File: config.mk
export PLATFORM = sky130hd
export DESIGN_NAME = sync_fifo_wr_arb_flat
export DESIGN_NICKNAME = d
export VERILOG_FILES = /design/src/rtl/sync_fifo_wr_arb_if.sv /design/src/rtl/sync_fifo_wr_arb.sv /design/src/flat_wrapper.sv
export SDC_FILE = /design/constraint.sdc
export NUM_CORES = 1
export LEC_CHECK = 0
export CORE_ASPECT_RATIO = 1.75
export CORE_MARGIN = 3
export CORE_UTILIZATION = 36
export CTS_CLUSTER_DIAMETER = 200
export DETAILED_ROUTE_END_ITERATION = 10
export PLACE_DENSITY = 0.95
export SKIP_CTS_REPAIR_TIMING = 1
export SYNTH_ARGS = -nofsm -noshare
export SYNTH_HDL_FRONTEND = slang
export SYNTH_SLANG_ARGS = --single-unit
export TNS_END_PERCENT = 20
File: constraint.sdc
create_clock -name sys_clk -period 2.4 [get_ports sys_clk]
set_input_delay 0.36 -clock sys_clk [delete_from_list [all_inputs] [get_ports sys_clk]]
set_output_delay 0.36 -clock sys_clk [all_outputs]
set_load 0.01 [all_outputs]
File: src/rtl/sync_fifo_wr_arb_if.sv
// ----------------------------------------------------------------------------
// sync_fifo_wr_arb_if
//
// Bundles the producer-side valid/ready/last/data handshake and the sync_fifo
// write-side signals used by sync_fifo_wr_arb.
//
// Parameters
//   NUM_REQ     number of producers
//   DATA_WIDTH  beat width
//
// Signals
//   req_valid   producer -> arbiter   per-producer beat valid
//   req_last    producer -> arbiter   per-producer end-of-packet (qualified by valid)
//   req_data    producer -> arbiter   producer i at [i*DATA_WIDTH +: DATA_WIDTH]
//   req_ready   arbiter  -> producer  per-producer beat accepted when valid & ready
//   fifo_full   fifo     -> arbiter   sync_fifo full
//   fifo_wr_en  arbiter  -> fifo      sync_fifo wr_en
//   fifo_din    arbiter  -> fifo      sync_fifo din
//
// Modports
//   master  arbiter side (drives ready and the fifo write port)
//   slave   environment side (producers and fifo)
// ----------------------------------------------------------------------------
interface sync_fifo_wr_arb_if #(
    parameter int unsigned NUM_REQ    = 4,
    parameter int unsigned DATA_WIDTH = 16
);
    logic [NUM_REQ-1:0]            req_valid;
    logic [NUM_REQ-1:0]            req_last;
    logic [NUM_REQ*DATA_WIDTH-1:0] req_data;
    logic [NUM_REQ-1:0]            req_ready;
    logic                          fifo_full;
    logic                          fifo_wr_en;
    logic [DATA_WIDTH-1:0]         fifo_din;

    modport master (
        input  req_valid,
        input  req_last,
        input  req_data,
        input  fifo_full,
        output req_ready,
        output fifo_wr_en,
        output fifo_din
    );

    modport slave (
        output req_valid,
        output req_last,
        output req_data,
        output fifo_full,
        input  req_ready,
        input  fifo_wr_en,
        input  fifo_din
    );
endinterface

File: src/rtl/sync_fifo_wr_arb.sv
// ----------------------------------------------------------------------------
// sync_fifo_wr_arb
//
// Round-robin write arbiter sharing one sync_fifo write port between NUM_REQ
// producers. A producer is granted the port for one burst, which ends on an
// accepted beat carrying req_last or on the BURST_LEN-th accepted beat. Each
// grant costs one arbitration cycle in which no beat moves. While the fifo is
// full nothing is accepted and the grant is held.
//
// Parameters
//   NUM_REQ     number of producers (2..8)
//   DATA_WIDTH  beat width, equals sync_fifo INPUT_WIDTH
//   BURST_LEN   max beats per grant before forced re-arbitration (>= 1)
//   TIMEOUT     idle-cycle limit on a held grant (only with ARB_TIMEOUT_EN)
//
// Ports
//   sys_clk   in   clock, rising edge
//   sys_rst   in   asynchronous active-low reset
//   bus       if   sync_fifo_wr_arb_if.master: producer handshakes + fifo write
//   grant     out  one-hot current owner, 0 when arbitrating
//   grant_id  out  binary index of last/current owner
//   busy      out  1 while a grant is held
//
// Configuration
//   ARB_TIMEOUT_EN  when defined, a grant whose owner keeps req_valid low for
//                   TIMEOUT consecutive non-stalled cycles is released.
// ----------------------------------------------------------------------------
module sync_fifo_wr_arb #(
    parameter int unsigned NUM_REQ    = 4,
    parameter int unsigned DATA_WIDTH = 16,
    parameter int unsigned BURST_LEN  = 8,
    parameter int unsigned TIMEOUT    = 16,
    localparam int unsigned IdWidth   = $clog2(NUM_REQ)
) (
    input  logic                  sys_clk,
    input  logic                  sys_rst,
    sync_fifo_wr_arb_if.master    bus,
    output logic [NUM_REQ-1:0]    grant,
    output logic [IdWidth-1:0]    grant_id,
    output logic                  busy
);

    localparam int unsigned CntWidth = $clog2(BURST_LEN + 1);
    localparam logic [CntWidth-1:0] LastBeat = CntWidth'(BURST_LEN - 1);

    if (NUM_REQ < 2 || NUM_REQ > 8 || BURST_LEN < 1 || TIMEOUT < 1) begin : g_param_check
        $error("sync_fifo_wr_arb: parameter out of range");
    end

    typedef enum logic [0:0] {StArb, StGrant} state_e;

    state_e                state_q;
    logic [NUM_REQ-1:0]    grant_q;
    logic [IdWidth-1:0]    grant_id_q;
    logic [IdWidth-1:0]    rr_ptr_q;
    logic                  busy_q;
    logic [CntWidth-1:0]   beat_cnt_q;

`ifdef ARB_TIMEOUT_EN
    localparam int unsigned IdleWidth = $clog2(TIMEOUT + 1);
    localparam logic [IdleWidth-1:0] IdleLast = IdleWidth'(TIMEOUT - 1);

    logic [IdleWidth-1:0]  idle_cnt_q;
`endif

    logic                  owner_valid;
    logic                  owner_last;
    logic                  accept;
    logic                  burst_done;
    logic                  any_valid;
    logic                  found;
    logic [IdWidth-1:0]    cand;
    logic [IdWidth-1:0]    winner;
    logic [DATA_WIDTH-1:0] din;

    // Owner qualifiers. grant_q is all-zero while arbitrating, so every term
    // below is naturally inactive outside a grant and during reset.
    always_comb begin
        owner_valid = |(grant_q & bus.req_valid);
        owner_last  = |(grant_q & bus.req_last);
        accept      = owner_valid & ~bus.fifo_full;
        burst_done  = owner_last | (beat_cnt_q == LastBeat);
    end

    // Round-robin pick: first valid index after the previous winner.
    always_comb begin
        any_valid = |bus.req_valid;
        found     = 1'b0;
        cand      = '0;
        winner    = rr_ptr_q;
        for (int unsigned k = 1; k <= NUM_REQ; k++) begin
            cand = IdWidth'((32'(rr_ptr_q) + k) % NUM_REQ);
            if (!found && bus.req_valid[cand]) begin
                found  = 1'b1;
                winner = cand;
            end
        end
    end

    // Zero-latency data mux off the registered grant; zero when idle.
    always_comb begin
        din = '0;
        for (int i = 0; i < NUM_REQ; i++) begin
            if (grant_q[i]) begin
                din = bus.req_data[i*DATA_WIDTH +: DATA_WIDTH];
            end
        end
    end

    assign bus.req_ready  = grant_q & {NUM_REQ{~bus.fifo_full}};
    assign bus.fifo_wr_en = accept;
    assign bus.fifo_din   = din;

    assign grant    = grant_q;
    assign grant_id = grant_id_q;
    assign busy     = busy_q;

    always_ff @(posedge sys_clk or negedge sys_rst) begin
        if (!sys_rst) begin
            state_q    <= StArb;
            grant_q    <= '0;
            grant_id_q <= '0;
            rr_ptr_q   <= IdWidth'(NUM_REQ - 1);
            busy_q     <= 1'b0;
            beat_cnt_q <= '0;
`ifdef ARB_TIMEOUT_EN
            idle_cnt_q <= '0;
`endif
        end else begin
            case (state_q)
                StArb: begin
                    if (any_valid) begin
                        state_q    <= StGrant;
                        grant_q    <= NUM_REQ'(1) << winner;
                        grant_id_q <= winner;
                        rr_ptr_q   <= winner;
                        busy_q     <= 1'b1;
                        beat_cnt_q <= '0;
`ifdef ARB_TIMEOUT_EN
                        idle_cnt_q <= '0;
`endif
                    end
                end
                StGrant: begin
                    if (accept) begin
`ifdef ARB_TIMEOUT_EN
                        idle_cnt_q <= '0;
`endif
                        // last and the BURST_LEN-th beat together still give
                        // exactly one release.
                        if (burst_done) begin
                            state_q    <= StArb;
                            grant_q    <= '0;
                            busy_q     <= 1'b0;
                            beat_cnt_q <= '0;
                        end else begin
                            beat_cnt_q <= beat_cnt_q + CntWidth'(1);
                        end
                    end
`ifdef ARB_TIMEOUT_EN
                    else if (bus.fifo_full) begin
                        // A full stall is not the owner's fault.
                        idle_cnt_q <= '0;
                    end else if (idle_cnt_q == IdleLast) begin
                        state_q    <= StArb;
                        grant_q    <= '0;
                        busy_q     <= 1'b0;
                        beat_cnt_q <= '0;
                        idle_cnt_q <= '0;
                    end else begin
                        idle_cnt_q <= idle_cnt_q + IdleWidth'(1);
                    end
`endif
                end
                default: begin
                    state_q <= StArb;
                    grant_q <= '0;
                    busy_q  <= 1'b0;
                end
            endcase
        end
    end

endmodule

File: src/flat_wrapper.sv
// flat-port wrapper written by rule: the top's interface ports become plain ports
module sync_fifo_wr_arb_flat 
#(
    parameter int unsigned NUM_REQ    = 4,
    parameter int unsigned DATA_WIDTH = 16,
    parameter int unsigned BURST_LEN  = 8,
    parameter int unsigned TIMEOUT    = 16,
    localparam int unsigned IdWidth   = $clog2(NUM_REQ)
)
  (sys_clk, sys_rst, grant, grant_id, busy, bus_req_valid, bus_req_last, bus_req_data, bus_fifo_full, bus_req_ready, bus_fifo_wr_en, bus_fifo_din);
  sync_fifo_wr_arb_if #(.NUM_REQ(NUM_REQ), .DATA_WIDTH(DATA_WIDTH)) bus_i ();
  input  logic sys_clk;
  input  logic sys_rst;
  output logic [NUM_REQ-1:0] grant;
  output logic [IdWidth-1:0] grant_id;
  output logic busy;
  input wire logic [$bits(bus_i.req_valid)-1:0] bus_req_valid;
  input wire logic [$bits(bus_i.req_last)-1:0] bus_req_last;
  input wire logic [$bits(bus_i.req_data)-1:0] bus_req_data;
  input wire logic [$bits(bus_i.fifo_full)-1:0] bus_fifo_full;
  output wire logic [$bits(bus_i.req_ready)-1:0] bus_req_ready;
  output wire logic [$bits(bus_i.fifo_wr_en)-1:0] bus_fifo_wr_en;
  output wire logic [$bits(bus_i.fifo_din)-1:0] bus_fifo_din;
  assign bus_i.req_valid = bus_req_valid;
  assign bus_i.req_last = bus_req_last;
  assign bus_i.req_data = bus_req_data;
  assign bus_i.fifo_full = bus_fifo_full;
  assign bus_req_ready = bus_i.req_ready;
  assign bus_fifo_wr_en = bus_i.fifo_wr_en;
  assign bus_fifo_din = bus_i.fifo_din;
  sync_fifo_wr_arb #(.NUM_REQ(NUM_REQ), .DATA_WIDTH(DATA_WIDTH), .BURST_LEN(BURST_LEN), .TIMEOUT(TIMEOUT)) u_core (.sys_clk(sys_clk), .sys_rst(sys_rst), .bus(bus_i), .grant(grant), .grant_id(grant_id), .busy(busy));
endmodule
==> metrics.yaml, run 1 <==
grt_use_total_pct: 22.4
synth-edff-count: 0
cts_tree: "done"
crit_path_end_kind: "output pin"
n_fill_cell: 254
drt_first_pass_iters: 4
clockRootBuffer: "clkbuf_8"
routed_wl_um: 5190
grt_max_degree: 36
outcome: "complete, no violations"
worst-path-max-fanout: 15
final_common_cell: "clkdlybuf4s50_1"
r2r_slack_ns: 0.77
final_cell_count_no_fill: 305
grt_pass1_vias: 1562
synth.avg_cell_area_um2: 8.23
synth_flop_cell: "dfrtp_1"
ir_drop_v: 0.00104
overflow: 0
routed-via-count: 1670
die_y_um: 85.3
fmax_mhz: 428
layout-drive-gt1-share_pct: 7.31
place_inst: 301
leakage_nw: 0.937
initial_utilization_pct: 38.0
diodes: 0
clock_latency_ns: 0.26
period_share_pct: 97.3
max_cap_viol_count: 0
design.core.area_um2: 3400
synth_nets: 233
hpwl_um: 4000
hold_viol_final: 0
synth_seq_cells: 14
drt_iter0_drc: 37
hold_depth: 1
clock_sinks: 14
cts.clk_slew.worst_paths_ns: 0.05
powerDensity_nw_per_um2: 1010
clock_skew_ns: 0.00184
ys_types: 38
worst_setup_path_start_kind: "flop"
rows: 28
arrival_ns: 1.98
min_from: "u_core.grant_id[1]"
area_delta_synth_final_pct: 89.3
ant_nets: 0
cts_buffers: 3
startpoint: "u_core.grant[1]"
numPortBuffers: 102
reg2reg_depth: 5
grt_first_pass_wirelength_um: 7560
htreeDepth: 1
io-pin-count: 103
period_needed_ns: 2.34
routedWlPerCell_um: 17.0
max-clock-path-buffers: 2
max_slew_margin_pct: 57.9
syn_area_um2: 1290
critPathKind: "reg -> out"
dieArea_um2: 4370
reg2reg_from: "u_core.beat_cnt_q[0]"
dp_slack_ns: 0.236
finalWorstSetupSlack_ns: 0.0646
yosysSeqAreaShare_pct: 27.3
synth_cells: 157
die_x_um: 51.3
hp-class: "reg -> reg"
synthArstFlopShare_pct: 100
drv_slew: 0
required_ns: 2.04
worst_slew_pin_slew_ns: 0.629
utilization_pct: 72.0
final_cell_mix: "clkdlybuf4s50_1 (99), nor2b_1 (23), nand2_1 (23)"
place.gp.congestion: 0.777
final-setup-viol-count: 0
antenna_found_initial: 0
nNetsFinal: 337
drc: 0
vias_per_cell: 5.48
ys_warn_count: 0
-- report_power, final --
group	internal [mW]	switching, mW	total (mW)	leakage [nW]
clock network	0.118	0.0894	0.207	0.0228
registers	0.341	0.0785	0.419	0.172
logic	1.01	0.834	1.85	0.743
-- final timing paths --
path | endpoint
max | bus_fifo_din[2]
min in group asynchronous | u_core.grant[1]
min reg2reg | u_core.grant_id[1]
max in group asynchronous | u_core.grant[0]
min | u_core.grant_id[1]
max reg2reg | u_core.grant[3]
-- Yosys cell counts (all sizes together), types with 2 or more instances --
cell | count | share of area, %
and2 | 2 | 0.97
nor2b | 23 | 11
a31o | 2 | 1.4
nand3 | 4 | 1.5
nand2b | 4 | 1.9
nand2 | 23 | 6.7
dfstp | 2 | 4.1
a22o | 2 | 1.5
mux2 | 2 | 1.7
buf | 7 | 3.9
a221oi | 15 | 10
a21oi | 5 | 1.9
a211oi | 2 | 1.2
clkbuf | 5 | 1.5
o32ai | 2 | 1.4
o31ai | 16 | 9.3
o21ai | 6 | 3.2
dfrtp | 12 | 23
a32o | 3 | 2.3
a22oi | 2 | 1.2
nor2 | 6 | 1.9
a21o | 2 | 1.2
-- kinds of logic (layout without fill, tap and decap cells) --
logic type	Yosys count	count (layout)	share of synthesized area [%]
flip-flops	14	14	27.3
buffers and inverters	13	116	5.61
AND/OR/NAND/NOR	68	68	28.5
adder cells (fa/ha/maj)	1	1	0.968
multiplexers	2	2	1.74
AO/OA/AOI/OAI	59	59	35.9
-- critical path, stage by stage (launching register included) --
cell,delay (ns)
dfrtp_1,0.37
and2b_1,0.18
buf_4,0.20
a221oi_1,0.11
o31ai_1,0.26
clkdlybuf4s50_1,0.59
-- metrics by stage --
stage	cell area [um^2]	setup TNS [ns]	hold WS (ns)	power, mW
finish	2450	0	0.494	2.47
global route	2450	-0.0157	0.522	2.62
CTS	2440	0	0.494	2.49
detailed placement	2390	0	0.479	2.27
global placement	2390	0	0.468	2.22
floorplan	1290	0	0.0644	1.36
-- area by class of cell --
class                           count  area [um^2]  area share (%)
Tap cell                           45         56.3            2.30
Timing Repair Buffer              111         1120            45.8
Inverter                            1         3.75           0.153
Clock buffer                        4         45.0            1.84
Multi-Input combinational cell    130          867            35.4
Sequential cell                    14          353            14.4
-- layer usage --
layer	track usage [%]	share of wire [%]	vias up
met3	7.38	12	11
li1	-	-	801
met5	0	0	-
met1	22.5	36	775
met4	9.55	2.0	0
met2	40.7	50	83
-- flip-flops by register name, indices dropped and copies added (netlist names) --
name               cells
u_core.beat_cnt_q      4
u_core.grant           4
u_core.grant_id        2
u_core.rr_ptr_q        2
u_core.busy            1
u_core.state_q         1
Power figures use the tool's default switching activity.
==> run 2: changes to the inputs <==
- ABC_AREA: unset -> 1
- CORE_UTILIZATION: 36 -> 45
- DONT_BUFFER_PORTS: unset -> 1
- PLACE_DENSITY: 0.95 -> 0.71
- TNS_END_PERCENT: 20 -> unset
==> run 2 against run 1 <==
Net effect:
- wire length down 19%
- critical path depth rose by 1
- non-clock buffer count decreased by 106
- utilization down 22 points
- cell count fell by 3.3%
- synthesized area grew 17%
- worst hold slack lost 0.11 ns
- clock skew rose by 0.0017 ns
==> metrics.yaml, run 2 <==
outcome: "complete, no violations"
io-pin-count: 103
period_needed_ns: 2.08
reg2reg_from: "u_core.rr_ptr_q[0]"
crit_family: "simple AND/OR/NAND/NOR gates"
synthArstFlopShare_pct: 100
final_cell_mix: "nand2_1 (106), o21ai_0 (27), a21oi_1 (16), nand3_1 (16), inv_1 (13)"
hold_depth: 3
hpwl_um: 3470
min_from: "bus_req_valid[1]"
design.core.area_um2: 3180
clock_sinks: 14
clockRootBuffer: "clkbuf_8"
hold_viol_final: 0
fin_setup_tns_ns: 0
cts_buffers: 3
synth_nets: 332
critPathMaxStageDelay_ns: 0.45
cts_tree: "done"
cp.depth: 6
critPathKind: "reg -> out"
worst_slew_pin_slew_ns: 0.615
max_cap_viol_count: 0
synth_seq_cells: 14
required_ns: 2.04
placed_cell_area_um2: 1520
numPortBuffers: 0
synth.avg_cell_area_um2: 5.91
final-setup-viol-count: 0
ys_types: 27
multi_input_area_um2: 1010
leakage_nw: 0.810
n_fill_cell: 343
crit_slowest_cell: "dfrtp_1"
syn_area_um2: 1510
r2r_slack_ns: 0.73
register_area_um2: 353
grt_pass1_vias: 1503
critPathBufInv: 1
grt_first_pass_wirelength_um: 6840
clock_skew_ns: 0.00351
drc: 0
die_y_um: 82.7
cts.clk_slew.worst_paths_ns: 0.06
grt_max_degree: 31
hp-class: "in -> reg"
die_x_um: 49.8
initial_utilization_pct: 47.7
drt_first_pass_iters: 4
grt_use_total_pct: 20.8
design_area_um2: 1590
arrival_ns: 1.72
rows: 27
nNetsFinal: 329
grt_setup_unrepaired: "no"
final_common_cell: "nand2_1"
routed_wl_um: 4220
ir_drop_v: 0.000372
routedWlPerCell_um: 14.3
htreeDepth: 1
synth_common_cells: "nand2_1 (106), o21ai_0 (27), a21oi_1 (16), nand3_1 (16), inv_1 (13)"
synth_flop_cell: "dfrtp_1"
reg2reg_depth: 11
max_slew_margin_pct: 58.8
layout-drive-gt1-share_pct: 14.3
synth_top_area_cell: "nand2_1"
ant_nets: 0
worst-path-max-fanout: 16
max-clock-path-buffers: 2
antenna_found_initial: 0
diodes: 0
ys_top_cells_by_area: "nand2_1 (26%), dfrtp_1 (20%), o21ai_0 (8.9%)"
yosysSeqAreaShare_pct: 23.3
crit_chain: "inv_1 > nor2_4 > nand2_1 > nand2_1 > o21ai_0 > o21ai_0"
r2r_end: "u_core.grant[2]"
area_delta_synth_final_pct: 4.88
vias_per_cell: 5.50
drv_slew: 0
synth-edff-count: 0
dieArea_um2: 4120
crit_path_end_kind: "output pin"
routed-via-count: 1622
synth_top_area_share_pct: 26.3
place.gp.congestion: 0.786
ys_warn_count: 0
clock_latency_ns: 0.24
powerDensity_nw_per_um2: 603
synth_cells: 256
yosysMostFrequentCell: "nand2_1"
period_share_pct: 86.7
fmax_mhz: 481
overflow: 0
worst_setup_path_start_kind: "flop"
hold_end: "u_core.state_q"
drt_iter0_drc: 18
## run 2: through the flow
stage | instances | hold slack, ns | util [%] | setup slack (ns) | power [mW]
4_1_cts | 294 | -0.194 | 49.7 | 0.294 | 0.958
3_5_place_dp | 290 | 0.0649 | 48.0 | 0.562 | 0.732
6_report | 295 | 0.386 | 50.0 | 0.320 | 0.957
3_3_place_gp | 290 | 0.0650 | 48.0 | 0.604 | 0.724
2_1_floorplan | 256 | 0.0644 | - | 0.653 | 0.671
5_1_grt | 295 | 0.424 | 50.0 | 0.121 | 1.05
## run 2: worst max-delay path by stage
stage	from	endpoint
2_1_floorplan	u_core.grant[1]	bus_fifo_din[12]
3_3_place_gp	u_core.grant[0]	bus_fifo_din[3]
3_5_place_dp	u_core.grant[0]	bus_fifo_din[1]
4_1_cts	u_core.grant[0]	bus_fifo_din[1]
5_1_grt	u_core.grant[0]	bus_fifo_din[12]
6_report	u_core.grant[0]	bus_fifo_din[3]
## run 2: kinds of logic after synthesis
logic type	share of synthesized area [%]
buffers and inverters	9.67
flip-flops	23.3
adder cells (fa/ha/maj)	0.826
XOR/XNOR	1.16
AND/OR/NAND/NOR	45.7
AO/OA/AOI/OAI	19.3
## run 2: area by class of cell
class                           instances  share of cell area (%)
Sequential cell                        14                    22.2
Inverter                               17                    4.49
Multi-Input combinational cell        212                    63.9
Clock buffer                            4                    3.47
Tap cell                               43                    3.39
Timing Repair Buffer                    5                    2.52
## run 2: worst register-to-register path, stage by stage, from the launching register on
cell and delay [ns]:
dfstp_2 0.67, inv_6 0.09, nand2_2 0.07, nand2_2 0.07, nand2_4 0.10, nand2_4 0.08, inv_4 0.06, nand3_1 0.08
nand3_1 0.13, nand2_2 0.09, nand2_1 0.08, nand2_1 0.04
## run 2: layer usage
metal / part of all wire [%] / track usage (%)
met1: 35 / 20.7
met2: 56 / 41.5
met3: 6.8 / 3.59
met4: 2.3 / 8.59
met5: 0 / 0
## run 2: where the power goes
group	internal [mW]	switching, mW
sequential	0.283	0.0483
clock	0.145	0.0811
combinational	0.136	0.263
